File: src/rtl/uart_pkg.sv
// uart_pkg -- shared definitions for the UART transmitter slice.
//   tx_state_e : transmit FSM states (IDLE, START, DATA, STOP)
//   DATA_BITS  : payload bits per frame
//   STOP_BITS  : stop bits per frame
//   calc_div   : clocks per bit, rounded to nearest
package uart_pkg;

  typedef enum logic [1:0] {
    IDLE  = 2'd0,
    START = 2'd1,
    DATA  = 2'd2,
    STOP  = 2'd3
  } tx_state_e;

  localparam int DATA_BITS = 8;
  localparam int STOP_BITS = 1;

  // Round-to-nearest divider so that odd CLK_HZ/BAUD ratios do not bias the
  // bit period consistently short.
  function automatic int calc_div(input int clk_hz, input int baud);
    return (clk_hz + baud / 2) / baud;
  endfunction

endpackage

File: src/rtl/sync_fifo.sv
// sync_fifo -- single-clock FIFO with registered occupancy count.
//   clk_i   : clock, posedge
//   rst_ni  : asynchronous active-low reset (empties the FIFO)
//   push_i  : write wdata_i at the tail (ignored when full)
//   wdata_i : write data
//   pop_i   : drop the head entry (ignored when empty)
//   rdata_o : head entry, valid while not empty
//   full_o  : count == DEPTH
//   empty_o : count == 0
//   count_o : number of stored entries
module sync_fifo #(
  parameter int WIDTH = 8,
  parameter int DEPTH = 16
) (
  input  logic                   clk_i,
  input  logic                   rst_ni,
  input  logic                   push_i,
  input  logic [WIDTH-1:0]       wdata_i,
  input  logic                   pop_i,
  output logic [WIDTH-1:0]       rdata_o,
  output logic                   full_o,
  output logic                   empty_o,
  output logic [$clog2(DEPTH):0] count_o
);

  localparam int             PTR_W    = $clog2(DEPTH);
  localparam logic [PTR_W:0] FULL_CNT = (PTR_W + 1)'(DEPTH);

  // Pointers wrap by natural overflow, which needs a power-of-two depth.
  if (DEPTH < 2 || (DEPTH & (DEPTH - 1)) != 0) begin : g_depth_chk
    $error("sync_fifo: DEPTH must be a power of two and at least 2");
  end

  logic [WIDTH-1:0] mem [DEPTH];
  logic [PTR_W-1:0] wr_ptr_q;
  logic [PTR_W-1:0] rd_ptr_q;
  logic [PTR_W:0]   count_q;
  logic             push_ok;
  logic             pop_ok;

  assign full_o  = (count_q == FULL_CNT);
  assign empty_o = (count_q == '0);
  assign count_o = count_q;
  assign rdata_o = mem[rd_ptr_q];

  assign push_ok = push_i & ~full_o;
  assign pop_ok  = pop_i & ~empty_o;

  // Storage: data only, no reset.
  always_ff @(posedge clk_i) begin
    if (push_ok) begin
      mem[wr_ptr_q] <= wdata_i;
    end
  end

  // Control: pointers and occupancy.
  always_ff @(posedge clk_i or negedge rst_ni) begin
    if (!rst_ni) begin
      wr_ptr_q <= '0;
      rd_ptr_q <= '0;
      count_q  <= '0;
    end else begin
      if (push_ok) begin
        wr_ptr_q <= wr_ptr_q + PTR_W'(1);
      end
      if (pop_ok) begin
        rd_ptr_q <= rd_ptr_q + PTR_W'(1);
      end
      case ({push_ok, pop_ok})
        2'b10:   count_q <= count_q + (PTR_W + 1)'(1);
        2'b01:   count_q <= count_q - (PTR_W + 1)'(1);
        default: count_q <= count_q;
      endcase
    end
  end

endmodule

File: src/rtl/uart_tx.sv
// uart_tx -- 8N1 UART transmitter with byte FIFO and CTS flow control.
//   clk_i        : clock, posedge
//   rst_ni       : asynchronous active-low reset
//   uart_val_i   : upstream byte valid
//   uart_data_i  : upstream byte
//   uart_rdy_o   : FIFO has room; byte taken when uart_val_i is also high
//   uart_avail_o : host present (synchronized CTS asserted), registered
//   uart_cts_ni  : asynchronous clear-to-send from host, active-low
//   uart_tx_o    : serial line, idle high, registered
module uart_tx
  import uart_pkg::*;
#(
  parameter int CLK_HZ = 50_000_000,
  parameter int BAUD   = 115_200,
  parameter int DEPTH  = 16
) (
  input  logic       clk_i,
  input  logic       rst_ni,
  input  logic       uart_val_i,
  input  logic [7:0] uart_data_i,
  output logic       uart_rdy_o,
  output logic       uart_avail_o,
  input  logic       uart_cts_ni,
  output logic       uart_tx_o
);

  localparam int DIV   = calc_div(CLK_HZ, BAUD);
  localparam int CNT_W = (DIV > 1) ? $clog2(DIV) : 1;

  localparam logic [CNT_W-1:0] DIV_M1    = CNT_W'(DIV - 1);
  localparam logic [2:0]       LAST_DATA = 3'(DATA_BITS - 1);
  localparam logic [2:0]       LAST_STOP = 3'(STOP_BITS - 1);

  if (DIV < 2) begin : g_div_chk
    $error("uart_tx: CLK_HZ/BAUD must give at least 2 clocks per bit");
  end

  // CTS synchronizer stage 0/1, then the registered availability flag.
  logic cts_meta_p0;
  logic cts_sync_p1;
  logic avail_p2;
  logic cts_ok;

  always_ff @(posedge clk_i or negedge rst_ni) begin
    if (!rst_ni) begin
      cts_meta_p0 <= 1'b1;
      cts_sync_p1 <= 1'b1;
      avail_p2    <= 1'b0;
    end else begin
      cts_meta_p0 <= uart_cts_ni;
      cts_sync_p1 <= cts_meta_p0;
      avail_p2    <= ~cts_sync_p1;
    end
  end

  assign cts_ok       = ~cts_sync_p1;
  assign uart_avail_o = avail_p2;

  // Byte FIFO between the upstream handshake and the frame engine.
  logic [DATA_BITS-1:0]  fifo_rdata;
  logic                  fifo_full;
  logic                  fifo_empty;
  logic [$clog2(DEPTH):0] fifo_count;
  logic                  pop;

  sync_fifo #(
    .WIDTH(DATA_BITS),
    .DEPTH(DEPTH)
  ) u_fifo (
    .clk_i  (clk_i),
    .rst_ni (rst_ni),
    .push_i (uart_val_i),
    .wdata_i(uart_data_i),
    .pop_i  (pop),
    .rdata_o(fifo_rdata),
    .full_o (fifo_full),
    .empty_o(fifo_empty),
    .count_o(fifo_count)
  );

  // Ready comes only from the registered count, never from uart_val_i.
  assign uart_rdy_o = ~fifo_full;

  // The FSM gates pops on the count; the flag decode must agree with it.
  a_empty_consistent : assert property (
    @(posedge clk_i) disable iff (!rst_ni) fifo_empty == (fifo_count == '0)
  );

  // Frame engine: state, baud counter, bit index, shift register.
  tx_state_e            state_q;
  tx_state_e            state_d;
  logic [CNT_W-1:0]     baud_cnt_q;
  logic [2:0]           bit_idx_q;
  logic [DATA_BITS-1:0] shreg_q;
  logic                 tx_q;
  logic                 line_d;
  logic                 baud_last;

  assign baud_last = (baud_cnt_q == DIV_M1);

  always_ff @(posedge clk_i or negedge rst_ni) begin
    if (!rst_ni) begin
      state_q <= IDLE;
    end else begin
      state_q <= state_d;
    end
  end

  // line_d is the line level belonging to the current state; it is
  // registered into tx_q, so the pin lags the state by one clock. That lag
  // is what puts the start bit two edges after the byte is accepted.
  always_comb begin
    state_d = state_q;
    pop     = 1'b0;
    line_d  = 1'b1;
    case (state_q)
      IDLE: begin
        // Only the registered count is consulted, so a byte pushed this
        // cycle into an empty FIFO is popped no earlier than next cycle.
        if ((fifo_count != '0) && cts_ok) begin
          pop     = 1'b1;
          state_d = START;
        end
      end
      START: begin
        line_d = 1'b0;
        if (baud_last) begin
          state_d = DATA;
        end
      end
      DATA: begin
        line_d = shreg_q[0];
        if (baud_last && (bit_idx_q == LAST_DATA)) begin
          state_d = STOP;
        end
      end
      STOP: begin
        // cts_ok is not examined mid-frame; it only blocks the next pop.
        if (baud_last && (bit_idx_q == LAST_STOP)) begin
          state_d = IDLE;
        end
      end
      default: state_d = IDLE;
    endcase
  end

  always_ff @(posedge clk_i or negedge rst_ni) begin
    if (!rst_ni) begin
      baud_cnt_q <= '0;
      bit_idx_q  <= '0;
      tx_q       <= 1'b1;
    end else begin
      tx_q <= line_d;
      if (state_q == IDLE) begin
        baud_cnt_q <= '0;
        bit_idx_q  <= '0;
      end else begin
        baud_cnt_q <= baud_last ? '0 : baud_cnt_q + CNT_W'(1);
        // Bit index restarts at every state change so DATA and STOP each
        // count their own bits from zero.
        if (baud_last && (state_q != START)) begin
          bit_idx_q <= (state_d != state_q) ? 3'd0 : bit_idx_q + 3'd1;
        end
      end
    end
  end

  always_ff @(posedge clk_i) begin
    if (pop) begin
      shreg_q <= fifo_rdata;
    end else if ((state_q == DATA) && baud_last) begin
      shreg_q <= {1'b0, shreg_q[DATA_BITS-1:1]};
    end
  end

  assign uart_tx_o = tx_q;

endmodule
File: config.mk
export PLATFORM = sky130hd
export DESIGN_NAME = uart_tx
export DESIGN_NICKNAME = d
export VERILOG_FILES = /design/src/rtl/uart_pkg.sv /design/src/rtl/sync_fifo.sv /design/src/rtl/uart_tx.sv
export SDC_FILE = /design/constraint.sdc
export NUM_CORES = 1
export LEC_CHECK = 0
export BUFFER_PORTS_ARGS = -buffer_cell sky130_fd_sc_hd__buf_2
export CAP_MARGIN = 0
export CORE_MARGIN = 5
export CORE_UTILIZATION = 64
export DETAILED_ROUTE_END_ITERATION = 8
export PLACE_DENSITY = 0.88
export SYNTH_ARGS = -nofsm -noshare
export SYNTH_HDL_FRONTEND = slang
export SYNTH_SLANG_ARGS = --single-unit
File: constraint.sdc
create_clock -name clk_i -period 4.8 [get_ports clk_i]
set_input_delay 0.72 -clock clk_i [delete_from_list [all_inputs] [get_ports clk_i]]
set_output_delay 0.72 -clock clk_i [all_outputs]
set_load 0.005 [all_outputs]
# Word-level counts from Yosys, hierarchy flattened
# Memories as Yosys holds them, arrays and structs flattened.
# Cells that the tools add are included.
# W data, S select, Z words.
# word_totals
mem_bits_rw	128
wordCells	63
ff_bits	39
n_memories	1
# memory_table
name	words	word_bits	rd	rd_ports_with_merged_regs	write_ports	line	rtl
u_fifo.mem	16	8	1	0	1	sync_fifo.sv:34	logic [WIDTH-1:0] mem [DEPTH];
# classes
add_sub_neg	6
eq_ne	10
n_bitwise	5
reduce_logical	12
mux	18
# op_table
operator	count
$mux W9	2
$mux W8	2
$pmux W5 S2	1
$add A9 B1 Y9 const B	1
$eq A9 B9 Y1 const B	1
$mux W3	3
$add A4 B1 Y4 const B	2
$mux W2	4
$pmux W2 S4	1
$eq A2 B2 Y1 const B	3
$reduce_bool A2 Y1	3
$add A5 B1 Y5 const B	1
$eq A5 B5 Y1 const B	1
$logic_and A1 B1 Y1	5
$logic_not A5 Y1	1
$reduce_bool A5 Y1	1
$sub A5 B1 Y5 const B	1
$eq A2 B1 Y1 const B	2
$mux W1	4
$add A3 B1 Y3 const B	1
$eq A3 B3 Y1 const B	1
$logic_not A3 Y1	1
$not A1 Y1	3
$and A1 B1 Y1	2
other kinds (4)	4

# Logic depth before layout (Yosys ltp)
# depth
ltp_word	8
mapped_depth	10

# Cells and area by module
# Synthesis repeated with hierarchy kept, for this count alone.
# unflattened
hier_cells	440
area_unflattened_um2	7058.0
# by_module_without_submodules
module	seq_area_each_um2	n_inst	cells_per_inst	area_per_inst_um2
sync_fifo	4169.0	1	332	5779.3
uart_tx	694.4	1	108	1278.7

# Worst setup path after synthesis
# OpenSTA, ideal clock, no wires.
# synth_timing
path_type	reg2reg
startpoint	reg u_fifo.count_q[0], in the netlist u_fifo.count_o[0]
endpoint	reg u_fifo.count_q[4], in the netlist u_fifo.count_o[4]
required_time_ns	4.720
slack_ns	2.131
arrival_time_ns	2.589
path_buffers	1
setup_time_ns	0.080
stages_incl_launch_ff	11
path_cell_list	dfrtp_1 nor4_1 a2111o_1 buf_2 inv_1 ha_1 fa_1 a21o_1 a21oi_1 mux2i_1 xnor2_1
# synth_between
elab_chain_cells	7
word_cells_on_any_way	16
# synth_rtl
item	line	rtl
from (decl)	sync_fifo.sv:37	logic [PTR_W:0] count_q;
from (signal assigned)	sync_fifo.sv:70	2'b10: count_q <= count_q + (PTR_W + 1)'(1);
from (signal assigned)	sync_fifo.sv:71	2'b01: count_q <= count_q - (PTR_W + 1)'(1);
from (signal assigned)	sync_fifo.sv:72	default: count_q <= count_q;
$reduce_bool A5 Y1	uart_tx.sv:120	if ((fifo_count != '0) && cts_ok) begin
$logic_and A1 B1 Y1	uart_tx.sv:120	
$mux W1	uart_tx.sv:120	
$mux W1	uart_tx.sv:116	case (state_q)
$and A1 B1 Y1 (*)	sync_fifo.sv:47	assign pop_ok = pop_i & ~empty_o;
via u_fifo.pop_ok	sync_fifo.sv:39	logic pop_ok;
$eq A2 B1 Y1 / $eq A2 B2 Y1 (equally long branches)	sync_fifo.sv:69	case ({push_ok, pop_ok})
$pmux W5 S2 / $reduce_bool A2 Y1 (equally long branches)	n/a	
# The timed path passes the listed nets; every way through them passes the cells marked *.
# A chain may end at the register's enable or synchronous reset.

# Final worst setup path
# Same ends and word-level chain as after synthesis.

==> metrics <==
status completed; commonest non-fill, non-tap cells in the layout sky130_fd_sc_hd__edfxtp_1, sky130_fd_sc_hd__nor2_1, sky130_fd_sc_hd__dfrtp_1; post-CTS setup buffer count 0; PortBufs 14; Synth Flop Type sky130_fd_sc_hd__edfxtp_1; final worst path period need 3390 ps; EDFF count, synth around 140; area taken by flip-flops and latches approximately 0.0049 sq mm; Core Rows 38; iteration count of the initial detailed-routing pass 5; CTS H-tree lvls 4; I/O pin total 15; delay of the slowest cell on the worst path 580 ps; layout overhead on the synthesized area 10.2%; number of cells on the critical path 9; switching pwr 0.00123 W; register bit total from synthesis 167; count of nets left with antenna violations after detail routing 0; post-synthesis simple-gate area fraction between 4 and 5%; syn nets 415; main combinational cell family by area after synthesis multiplexers; Via Count roughly 3500; share of final-layout standard cells stronger than drive strength 1 around 17%; setup TNS 0 ps; fraction of power spent switching nets ~29%; CP max FO 19; flop-to-flop setup slack between 1000 and 1500 ps; final net count between 400 and 500; capture point of the worst reg-to-reg path u_fifo.count_o[4]; async set-reset flop share out of synthesis 18.6%; largest clock skew in the final design roughly 11 ps; global-route congestion overflow total 0; Cell variety after synth 43; Yosys top cell by area sky130_fd_sc_hd__edfxtp_1; yosys synthesis warning count 0; average cell area after synthesis roughly 18 sq um; class of the most critical setup path flip-flop to flip-flop; Post-Synthesis Cells 388; part of the power in combinational logic 23.1%; chip width between 100 and 150 um; via count of the first global-routing pass roughly 3600; clock network fraction of design power ~30%; # placed instances 530; source-to-sink clock delay at the later pin of the worst-skew pair 530 ps; cell family with most CP delay compound AO/OA/AOI/OAI gates; Routed WL roughly 13000 um; type of element capturing the critical path flip-flop; Post-Synth XOR/XNOR Area ~2.1%; Total Die Area 0.0131 sq mm; post_cts resized 0; internal power approximately 0.0030 W; starting DRC count in detailed routing 374; area of the mapped netlist 0.00696 sq mm; clock sinks between 150 and 200; final routed DRC violation total 0; Flop pwr share a little under half; count of endpoints failing setup in the final report 0; global-route wire length before repair about 20000 um; unrepaired setup endpoints after global routing no; FF-to-FF Start u_fifo.count_o[0]; worst slew margin relative to its limit between 20% and 30%; vias per inst 6.20; cell types with the largest area share after synthesis sky130_fd_sc_hd__edfxtp_1, sky130_fd_sc_hd__dfrtp_1, sky130_fd_sc_hd__mux4_1; Num CTS Buffers 17; required time at the endpoint of the critical path 5250 ps; share of the synthesized area in the top cell type 58.7%; Placer Congestion between 0.7 and 0.8; standard cell with the maximum stage delay on the critical path sky130_fd_sc_hd__a2111o_1; clk buf depth 2; number of hold-slack violations in the final timing report 0; Inserted Diodes 0; global-route total usage across every layer a little over a fifth; multiplexer share of the synthesized area 14.6%; area share of fa/ha/maj cells after synthesis ~2.8%; clock root buffer sky130_fd_sc_hd__clkbuf_8; number of antenna violations at the first check in global routing 1; crit share post-route 70.6%; Finished Layout Cells 559; proportion of synthesized chip area in sequential cells ~70%; TritonCTS clock tree yes; starting utilization of the core area about two thirds; final-report max-slew violation count 0; clock transition time at the flip-flop clock pins of the worst setup and hold paths ~60 ps; fillers around 650; category of the worst setup path launch point flip-flop; static leakage about 2.8 nW; detailed placer's ending HPWL about 7600 um; Hold/Removal Path Class primary input to async pin; Core Box Area 0.0107 sq mm; power density relative to cell area ~550 mW/mm^2; Vert. Die Dim ~110 um; leading cell type in the layout, fill and taps excluded sky130_fd_sc_hd__edfxtp_1; highest ir drop seen on vdd between 0.4 and 0.5 mV; path depth of the worst reg2reg path 9; fmax just under 300 MHz; complex-gate fraction of the synthesized area 3.29%; actual transition at the worst max-transition pin approximately 1100 ps; largest net degree at the start of global routing 36; number of max-cap violations 0; Cell Chain, Critical Path nor4_1 -> a2111o_1 -> inv_1 -> ha_1 -> fa_1 -> a21o_1 -> a21oi_1 -> mux2i_1 -> xnor2_1; Buf+Inv Stages, Crit Path 1; Data arrival, critical path around 3800 ps; count of hold buffers inserted by post-cts repair 0; area occupied by multi-input gates about 0.0019 sq mm; final routed wire length divided by cell count around 22 um
## final cells by class
cell class	instances	share of cell area [%]
inverters	11	0.539
clock inverters	11	1.67
repair buffers	20	1.50
well taps	140	2.29
flip-flops and latches	167	63.5
clock buffers	18	5.45
multi-input cells	192	25.1
## worst max-delay path by stage
stage	start	to
final	u_fifo.count_o[0]	u_fifo.count_o[4]
after detailed placement	u_fifo.count_o[0]	u_fifo.count_o[4]
after global placement	u_fifo.count_o[0]	u_fifo.count_o[4]
after floorplan	u_fifo.count_o[0]	u_fifo.count_o[4]
after CTS	u_fifo.count_o[0]	u_fifo.count_o[4]
after global routing	u_fifo.count_o[0]	u_fifo.count_o[4]
## per-stage QoR
step | cell area (sq um) | worst slack, ps | hold slack, ps | total power, W | util, %
after floorplan | 6960 | 2130 | 345 | 0.00272 | -
after global placement | 7120 | 1670 | 346 | 0.00289 | 66.3
after CTS | 7660 | 1410 | 228 | 0.00423 | 71.3
after global routing | 7660 | 1220 | 258 | 0.00440 | 71.3
after detailed placement | 7120 | 1480 | 347 | 0.00296 | 66.3
final | 7660 | 1410 | 221 | 0.00421 | 71.3
## metal layers
layer | part of all wire, % | global-route usage (%)
met1 | 41 | 26.7
met2 | 51 | 33.6
met3 | 5.5 | 7.08
met4 | 2.6 | 7.60
met5 | 0.10 | 0
## worst reg2reg max path, delay by kind of cell, from the launching register on
kind | cells | cell delay [ps]
buffers and inverters | 1 | 200
adder cells (fa/ha/maj) | 2 | 790
AO/OA/AOI/OAI | 3 | 990
XOR/XNOR | 1 | 150
AND/OR/NAND/NOR | 1 | 500
multiplexers | 1 | 250
flip-flops | 1 | 440
## flip-flops by register name, indices dropped and copies added (netlist names), 2 cells and up
| name | cells |
|---|---|
| baud_cnt_q | 9 |
| shreg_q | 8 |
| bit_idx_q | 3 |
| u_fifo.wr_ptr_q | 4 |
| state_q | 2 |
| u_fifo.rd_ptr_q | 4 |
| u_fifo.count_o | 5 |
| u_fifo.mem | 128 |
## logic make-up after synthesis
| kind of cell | Yosys count |
|---|---|
| simple gates | 73 |
| buf+inv | 29 |
| flops | 167 |
| fa+ha+maj | 15 |
| mux | 54 |
| compound gates | 33 |
| xor+xnor | 17 |
## synthesized netlist by cell type (all sizes together), types with 6 or more instances
cell	instances
ha	14
mux4	32
edfxtp	136
nor2	27
buf	13
nor2b	6
dfrtp	28
mux2i	14
o21ai	10
nand2	22
xnor2	14
mux2	8
inv	11
a22o	7
## power by group through the flow
stage	Clock, W	Sequential [W]	Combinational (W)
floorplan	0	0.00187	0.000855
global placement	0	0.00198	0.000913
detailed placement	0	0.00200	0.000960
CTS	0.00128	0.00197	0.000976
global route	0.00135	0.00200	0.00105
finish	0.00126	0.00198	0.000973
Power figures use the tool's default switching activity.
